===== config.mk =====
export PLATFORM = sky130hd
export DESIGN_NAME = cga_test_source
export DESIGN_NICKNAME = d
export VERILOG_FILES = /design/src/rtl/cga_test_source.sv
export SDC_FILE = /design/constraint.sdc
export NUM_CORES = 1
export LEC_CHECK = 0
export ABC_AREA = 0
export CORE_ASPECT_RATIO = 1.2
export CORE_MARGIN = 2
export CORE_UTILIZATION = 45
export DETAILED_ROUTE_END_ITERATION = 16
export PLACE_DENSITY = 0.65
export SLEW_MARGIN = 10
export SYNTH_ARGS = -nofsm -noshare
export SYNTH_HDL_FRONTEND = slang
export SYNTH_SLANG_ARGS = --single-unit

===== constraint.sdc =====
create_clock -name clk -period 4.6 [get_ports clk]
set_input_delay 0.69 -clock clk [delete_from_list [all_inputs] [get_ports clk]]
set_output_delay 0.69 -clock clk [all_outputs]
set_load 0.01 [all_outputs]

===== src/rtl/cga_test_source.sv =====
// CGA raster timing and test-pattern source that feeds cga_composite directly.
// Character enables come from a 5-bit divider; all video-side outputs are registered once per character.
module cga_test_source #(
   parameter int H_TOTAL    = 57,
   parameter int H_DISP     = 40,
   parameter int H_SYNC_POS = 45,
   parameter int H_SYNC_W   = 10,
   parameter int V_TOTAL    = 262,
   parameter int V_DISP     = 200,
   parameter int V_SYNC_POS = 224,
   parameter int V_SYNC_W   = 16
) (
   input  logic       clk,
   input  logic       reset,
   input  logic [1:0] pattern_sel,
   input  logic [3:0] solid_color,
   input  logic [3:0] border_color,
   input  logic       intensity,
   output logic       hclk,
   output logic       lclk,
   output logic       hsync,
   output logic       vsync_l,
   output logic [3:0] video,
   output logic       display_en,
   output logic       frame_start
);

   localparam logic [5:0] H_LAST  = 6'(H_TOTAL - 1);
   localparam logic [5:0] H_DLIM  = 6'(H_DISP);
   localparam logic [5:0] H_SLO   = 6'(H_SYNC_POS);
   localparam logic [5:0] H_SHI   = 6'(H_SYNC_POS + H_SYNC_W);
   localparam logic [8:0] V_LAST  = 9'(V_TOTAL - 1);
   localparam logic [8:0] V_DLIM  = 9'(V_DISP);
   localparam logic [8:0] V_SLO   = 9'(V_SYNC_POS);
   localparam logic [8:0] V_SHI   = 9'(V_SYNC_POS + V_SYNC_W);

   logic [4:0] div;
   logic [5:0] hcnt, hcnt_n;
   logic [8:0] vcnt, vcnt_n;
   logic [2:0] sub, sub_n, bar_idx, bar_idx_n;
   logic [1:0] pat_q, pat_eff;
   logic [3:0] solid_q, solid_eff;
   logic       int_q, int_eff;
   logic       h_wrap, frame_wrap;
   logic       hsync_n, vsync_n, disp_n;
   logic [3:0] video_n;

   assign hclk = div[3];
   assign lclk = (div == 5'd31);

   always_comb begin
      h_wrap     = (hcnt == H_LAST);
      frame_wrap = h_wrap && (vcnt == V_LAST);
      hcnt_n     = h_wrap ? 6'd0 : hcnt + 6'd1;
      vcnt_n     = vcnt;
      if (h_wrap)
         vcnt_n = (vcnt == V_LAST) ? 9'd0 : vcnt + 9'd1;

      // bar_idx tracks hcnt_next/5 without a divider
      sub_n     = sub + 3'd1;
      bar_idx_n = bar_idx;
      if (h_wrap) begin
         sub_n     = 3'd0;
         bar_idx_n = 3'd0;
      end else if (sub == 3'd4) begin
         sub_n     = 3'd0;
         bar_idx_n = bar_idx + 3'd1;
      end

      // The frame's first character already uses the freshly sampled inputs
      pat_eff   = frame_wrap ? pattern_sel : pat_q;
      solid_eff = frame_wrap ? solid_color : solid_q;
      int_eff   = frame_wrap ? intensity   : int_q;

      hsync_n = (hcnt_n >= H_SLO) && (hcnt_n < H_SHI);
      vsync_n = (vcnt_n >= V_SLO) && (vcnt_n < V_SHI);
      disp_n  = (hcnt_n < H_DLIM) && (vcnt_n < V_DLIM);

      video_n = border_color;
      if (disp_n) begin
         case (pat_eff)
            2'd0:    video_n = {int_eff, ~bar_idx_n};
            2'd1:    video_n = ((hcnt_n[2:0] == 3'd0) || (vcnt_n[3:0] == 4'd0))
                               ? {int_eff, 3'b111} : 4'b0000;
            2'd2:    video_n = solid_eff;
            default: video_n = border_color;
         endcase
      end
   end

   always_ff @(posedge clk) begin
      if (reset) begin
         div         <= 5'd0;
         hcnt        <= 6'd0;
         vcnt        <= 9'd0;
         sub         <= 3'd0;
         bar_idx     <= 3'd0;
         pat_q       <= 2'd3;
         solid_q     <= 4'd0;
         int_q       <= 1'b0;
         hsync       <= 1'b0;
         vsync_l     <= 1'b0;
         display_en  <= 1'b0;
         video       <= 4'd0;
         frame_start <= 1'b0;
      end else begin
         div         <= div + 5'd1;
         frame_start <= lclk && frame_wrap;
         if (lclk) begin
            hcnt       <= hcnt_n;
            vcnt       <= vcnt_n;
            sub        <= sub_n;
            bar_idx    <= bar_idx_n;
            hsync      <= hsync_n;
            vsync_l    <= vsync_n;
            display_en <= disp_n;
            video      <= video_n;
            if (frame_wrap) begin
               pat_q   <= pattern_sel;
               solid_q <= solid_color;
               int_q   <= intensity;
            end
         end
      end
   end

endmodule


---- Yosys cells after proc, flatten, opt, wreduce, memory -nomap -nowiden ----
Index checks and enable logic that the tools add are counted.
word-level totals
  memories ................................ 0
  input bits .............................. 13
  bits in writable memories ............... 0
  latch bits .............................. 0
  bits in registers ....................... 41
  bits in read-only memories .............. 0
cells by class
  bitwise operators ....................... 1
  equality and inequality tests ........... 6
  magnitude comparators ................... 6
  reductions and logical operators ........ 9
  shift-type cells ........................ 0
  divide/modulo/power cells ............... 0
  $mul .................................... 0
  muxes and demuxes ....................... 13
  add/subtract/negate cells ............... 5
operators by type and width
  cell                   count
  $lt A9 B8 Y1 const B   2
  $mux W9                2
  $lt A6 B6 Y1 const B   2
  $mux W3                4
  $mux W4                3
  $pmux W4 S3            1
  $add A9 B1 Y9 const B  1
  $eq A9 B9 Y1 const B   1
  $ge A9 B8 Y1 const B   1
  $add A3 B1 Y3 const B  2
  $add A6 B1 Y6 const B  1
  $eq A6 B6 Y1 const B   1
  $ge A6 B6 Y1 const B   1
  $mux W6                1
  $add A5 B1 Y5 const B  1
  $eq A5 B5 Y1 const B   1
  $logic_and A1 B1 Y1    5
  $logic_not A4 Y1       1
  $eq A3 B3 Y1 const B   1
  $logic_not A3 Y1       1
  $not A3 Y3             1
  $eq A2 B1 Y1 const B   1
  $eq A2 B2 Y1 const B   1
  $logic_not A2 Y1       1
  3 further kinds        3

---- Depth between registers and ports, before layout ----
  word-level depth ........................ 8
  mapped depth ............................ 10

---- Least setup slack after synthesis ----
OpenSTA, ideal clock, no wires.
  path kind ............................... flip-flop to flip-flop
  start point ............................. register vcnt[0]
  end point ............................... register video[1]
  slack ................................... 2.392 ns
  period minus slack after synthesis ...... 2.208 ns
  cell stages (with the launch flop) ...... 10
  arrival time ............................ 2.086 ns
  library setup time ...................... 0.122 ns
  cell sequence ........................... dfxtp_1 > ha_1 > clkbuf_1 > and3b_1 > a31o_2 > a31oi_1 > a21oi_1 > nor4_4 > nor4b_2 > o31ai_1
between the ends
  word-level cells in the longest chain between the ends .. 8
RTL lines
  element                                                line  RTL
  start: declaration                                     39    logic [8:0] vcnt, vcnt_n;
  start signal: assignment                               111   vcnt <= vcnt_n;
  branches (longest 7 deep; another with $add A9 B1 Y9)  --
  $mux W4 (*)                                            80    if (disp_n) begin
  end signal: assignment                                 117   video <= video_n;
  end: declaration                                       23    output logic [3:0] video,
Mark *: on every way between the ends.
A chain may end at the register's enable or synchronous reset.

---- Final worst setup path ----
  start point ............................. register hcnt[0]
  end point ............................... register video[2]
between the ends
  word-level cells in the longest chain between the ends .. 7
RTL lines
  element                                                line  RTL
  start: declaration                                     38    logic [5:0] hcnt, hcnt_n;
  start signal: assignment                               110   hcnt <= hcnt_n;
  branches (longest 6 deep; another with $add A6 B1 Y6)  --
  $mux W4 (*)                                            80
Marked as above.

==> impl_metrics.py <==
metrics = {
    "placement": {
        "hpwl_um": 3690,
        "gp_congestion": 0.821,
        "placed_area_um2": 2650,
        "io_buffers": 22,
        "dpl.cell_count": 372,
    },
    "timing": {
        "fin_worst_skew_ps": 7.62,
        "fin_setup_tns_ps": 0,
        "setup_viol": 0,
        "slew_headroom": 0.400,
        "whs_ps": 454,
        "fin_crit_ps": 2740,
        "finalCritPeriodShare": 0.595,
        "finalHoldViolCount": 0,
        "rsz0062_at_grt": "false",
        "max_freq_mhz": 365,
        "worst_slew_pin_slew_ps": 896,
        "slew_viol_final": 0,
    },
    "drt": {
        "dr.pass1.iters": 4,
        "drcViolationCount": 0,
        "wl_um": 5260,
        "ant_nets": 0,
        "num_vias": 2091,
        "drt-vias-per-instance": 5.50,
        "wl_per_cell_um": 13.8,
        "drt_iter0_markers": 125,
    },
    "floorplanning": {
        "die_area_um2": 6020,
        "initial_core_util": 0.463,
        "die_w_um": 71.2,
        "rows": 29,
        "die_h_um": 84.6,
        "placeableCoreArea_um2": 5260,
        "ios": 23,
    },
    "critical_path": {
        "rr_worst_depth": 9,
        "crit_path_end_kind": "register",
        "timing.rr.end": "video[2]",
        "rrSetupSlack_ps": 1860,
        "endpoint": "video[2]",
        "crit_type": "register to register",
        "cp-start-kind": "register",
        "worstPathArrival_ps": 2930,
        "critical_path.startpoint": "hcnt[0]",
        "crit_path_max_fanout": 12,
        "reg2reg_from": "hcnt[0]",
        "crit_required_ps": 4790,
    },
    "clock_network": {
        "clock_latency_ps": 300,
        "post_cts_resized": 0,
        "clock_sinks": 41,
        "hold_buffers": 0,
        "htreeDepth": 2,
        "cts_tree": "yes",
        "cts_setup_buffers": 0,
        "cts_buffer_depth": 2,
        "cts_root_buf": "clkbuf_8",
        "cts.clk_slew.worst_paths_ps": 80,
        "cts_inserted_buffers": 5,
    },
    "logic_synthesis": {
        "synth_ff_type": "dfxtp_1",
        "synthMostInstantiatedCell": "nor2_1",
        "synthDistinctLibCells": 53,
        "synth_area_per_cell_um2": 8.02,
        "ys_top_cells_by_area": "dfxtp_1, nor2_1, mux2i_1, nand2_1, a21oi_1",
        "async_flop_share": 0,
        "yosys.area.top_type": "dfxtp_1",
        "syn_area_um2": 2440,
        "yosys_warnings": 0,
        "synth.top_cell.area_share": 0.337,
        "ys_ff_latch": 41,
        "syn_nets": 326,
        "synthTopCellsByCount": "nor2_1, dfxtp_1, nand2_1",
        "synth_edf_count": 0,
        "yosysSeqAreaShare": 0.337,
        "netlist_instances": 304,
    },
    "global_route": {
        "grt_start_max_net_pins": 27,
        "grt_usage": 0.183,
        "grt.overflow.total": 0,
        "antenna_found_initial": 0,
        "grt_pass1_wl_um": 9030,
        "grt_pass1_vias": 1958,
    },
    "layout": {
        "drive_gt1_frac": 0.0692,
        "final_core_util": 0.526,
        "final_area_um2": 2770,
        "fin_cells": 380,
        "antenna_cells": 0,
        "areaGrowthSynthToFinish_pct": 13.5,
        "fin_nets": 339,
    },
    "pwr": {
        "p_leak_nw": 1.09,
        "p_per_area_nw_per_um2": 246,
        "ir_drop_v": 0.000173,
    },
    "min_path": {
        "hp-class": "register to register",
        "hp-start": "div[0]",
    },
    "status": {
        "status": "completed",
    },
    "run": {
        "drv_cap": 0,
    },
}
-- power breakdown --
| group | switching (mW) | total [mW] | internal, mW |
|---|---|---|---|
| Sequential | 0.00140 | 0.358 | 0.357 |
| Combinational | 0.0113 | 0.0244 | 0.0131 |
| Clock | 0.134 | 0.297 | 0.162 |
| Total | 0.147 | 0.679 | 0.532 |
-- cell type report --
type	instances	area, um2
fillers	516	2490
multi-input cells	233	1470
flip-flops and latches	41	821
repair buffers	24	235
well taps	62	77.6
clock buffers	5	68.8
clock inverters	3	46.3
inverters	12	45.0
-- through the flow --
stage                     power (mW)  setup WS [ps]
after floorplan                0.376           2390
after global placement         0.391           1940
after detailed placement       0.391           1910
after CTS                      0.688           1870
after global routing           0.705           1580
final                          0.679           1860
-- logic make-up (layout without fill, tap and decap cells) --
| family | after synthesis | in the layout | share of synthesized area |
|---|---|---|---|
| XOR/XNOR | 13 | 13 | 0.0467 |
| buffers and inverters | 30 | 44 | 0.0590 |
| flip-flops | 41 | 41 | 0.337 |
| multiplexers | 15 | 15 | 0.0621 |
| AND/OR/NAND/NOR | 139 | 139 | 0.294 |
| AO/OA/AOI/OAI | 57 | 57 | 0.155 |
| adder cells (fa/ha/maj) | 9 | 9 | 0.0462 |
-- worst min-delay path by stage --
stage	depth (start not counted)	end
global placement	1	div[0]
global route	2	video[0]
finish	1	div[0]
CTS	2	video[0]
detailed placement	1	div[0]
floorplan	1	div[0]
-- critical path: stages, from the launching register on --
cell and delay [ps]:
dfxtp_1 370, inv_1 100, ha_1 160, and2_1 230, nand4_1 570, nand3_1 260
o21ai_0 180, nor4_4 380, nor3b_1 290, o31ai_1 90
-- state kept, by name, indices dropped and copies added, names as in the netlist --
register and count:
bar_idx 3, display_en 1, div 5, frame_start 1, hcnt 6, hsync 1
int_q 1, pat_q 2, solid_q 4, sub 3, vcnt 9, video 4
vsync_l 1
-- cells in the final DEF, fill, tap and decap left out, types with 2 or more instances in the layout --
| cell type | instances |
|---|---|
| nor2_1 | 45 |
| dfxtp_1 | 41 |
| nand2_1 | 32 |
| a21oi_1 | 23 |
| clkdlybuf4s50_1 | 22 |
| mux2i_1 | 14 |
| nand3_1 | 13 |
| inv_1 | 12 |
| nor3_1 | 11 |
| ha_1 | 9 |
| xnor2_1 | 8 |
| o31ai_1 | 7 |
| nand4_1 | 6 |
| nor2b_1 | 6 |
| a31oi_1 | 5 |
| xor2_1 | 5 |
| clkbuf_8 | 5 |
| and2_1 | 4 |
| and3_1 | 3 |
| o21ai_0 | 3 |
| nor4_1 | 3 |
| o22ai_1 | 3 |
| nor3b_1 | 3 |
| a211o_1 | 2 |
| a211oi_1 | 2 |
| a22oi_1 | 2 |
| buf_4 | 2 |
-- per-layer routing --
layer,vias to the layer above,global-route usage,share of wire
met5,-,0,0
met4,0,0.0480,0.011
met3,6,0.0408,0.024
met2,23,0.314,0.47
met1,966,0.231,0.50
li1,1096,-,-
Power figures use the tool's default switching activity.
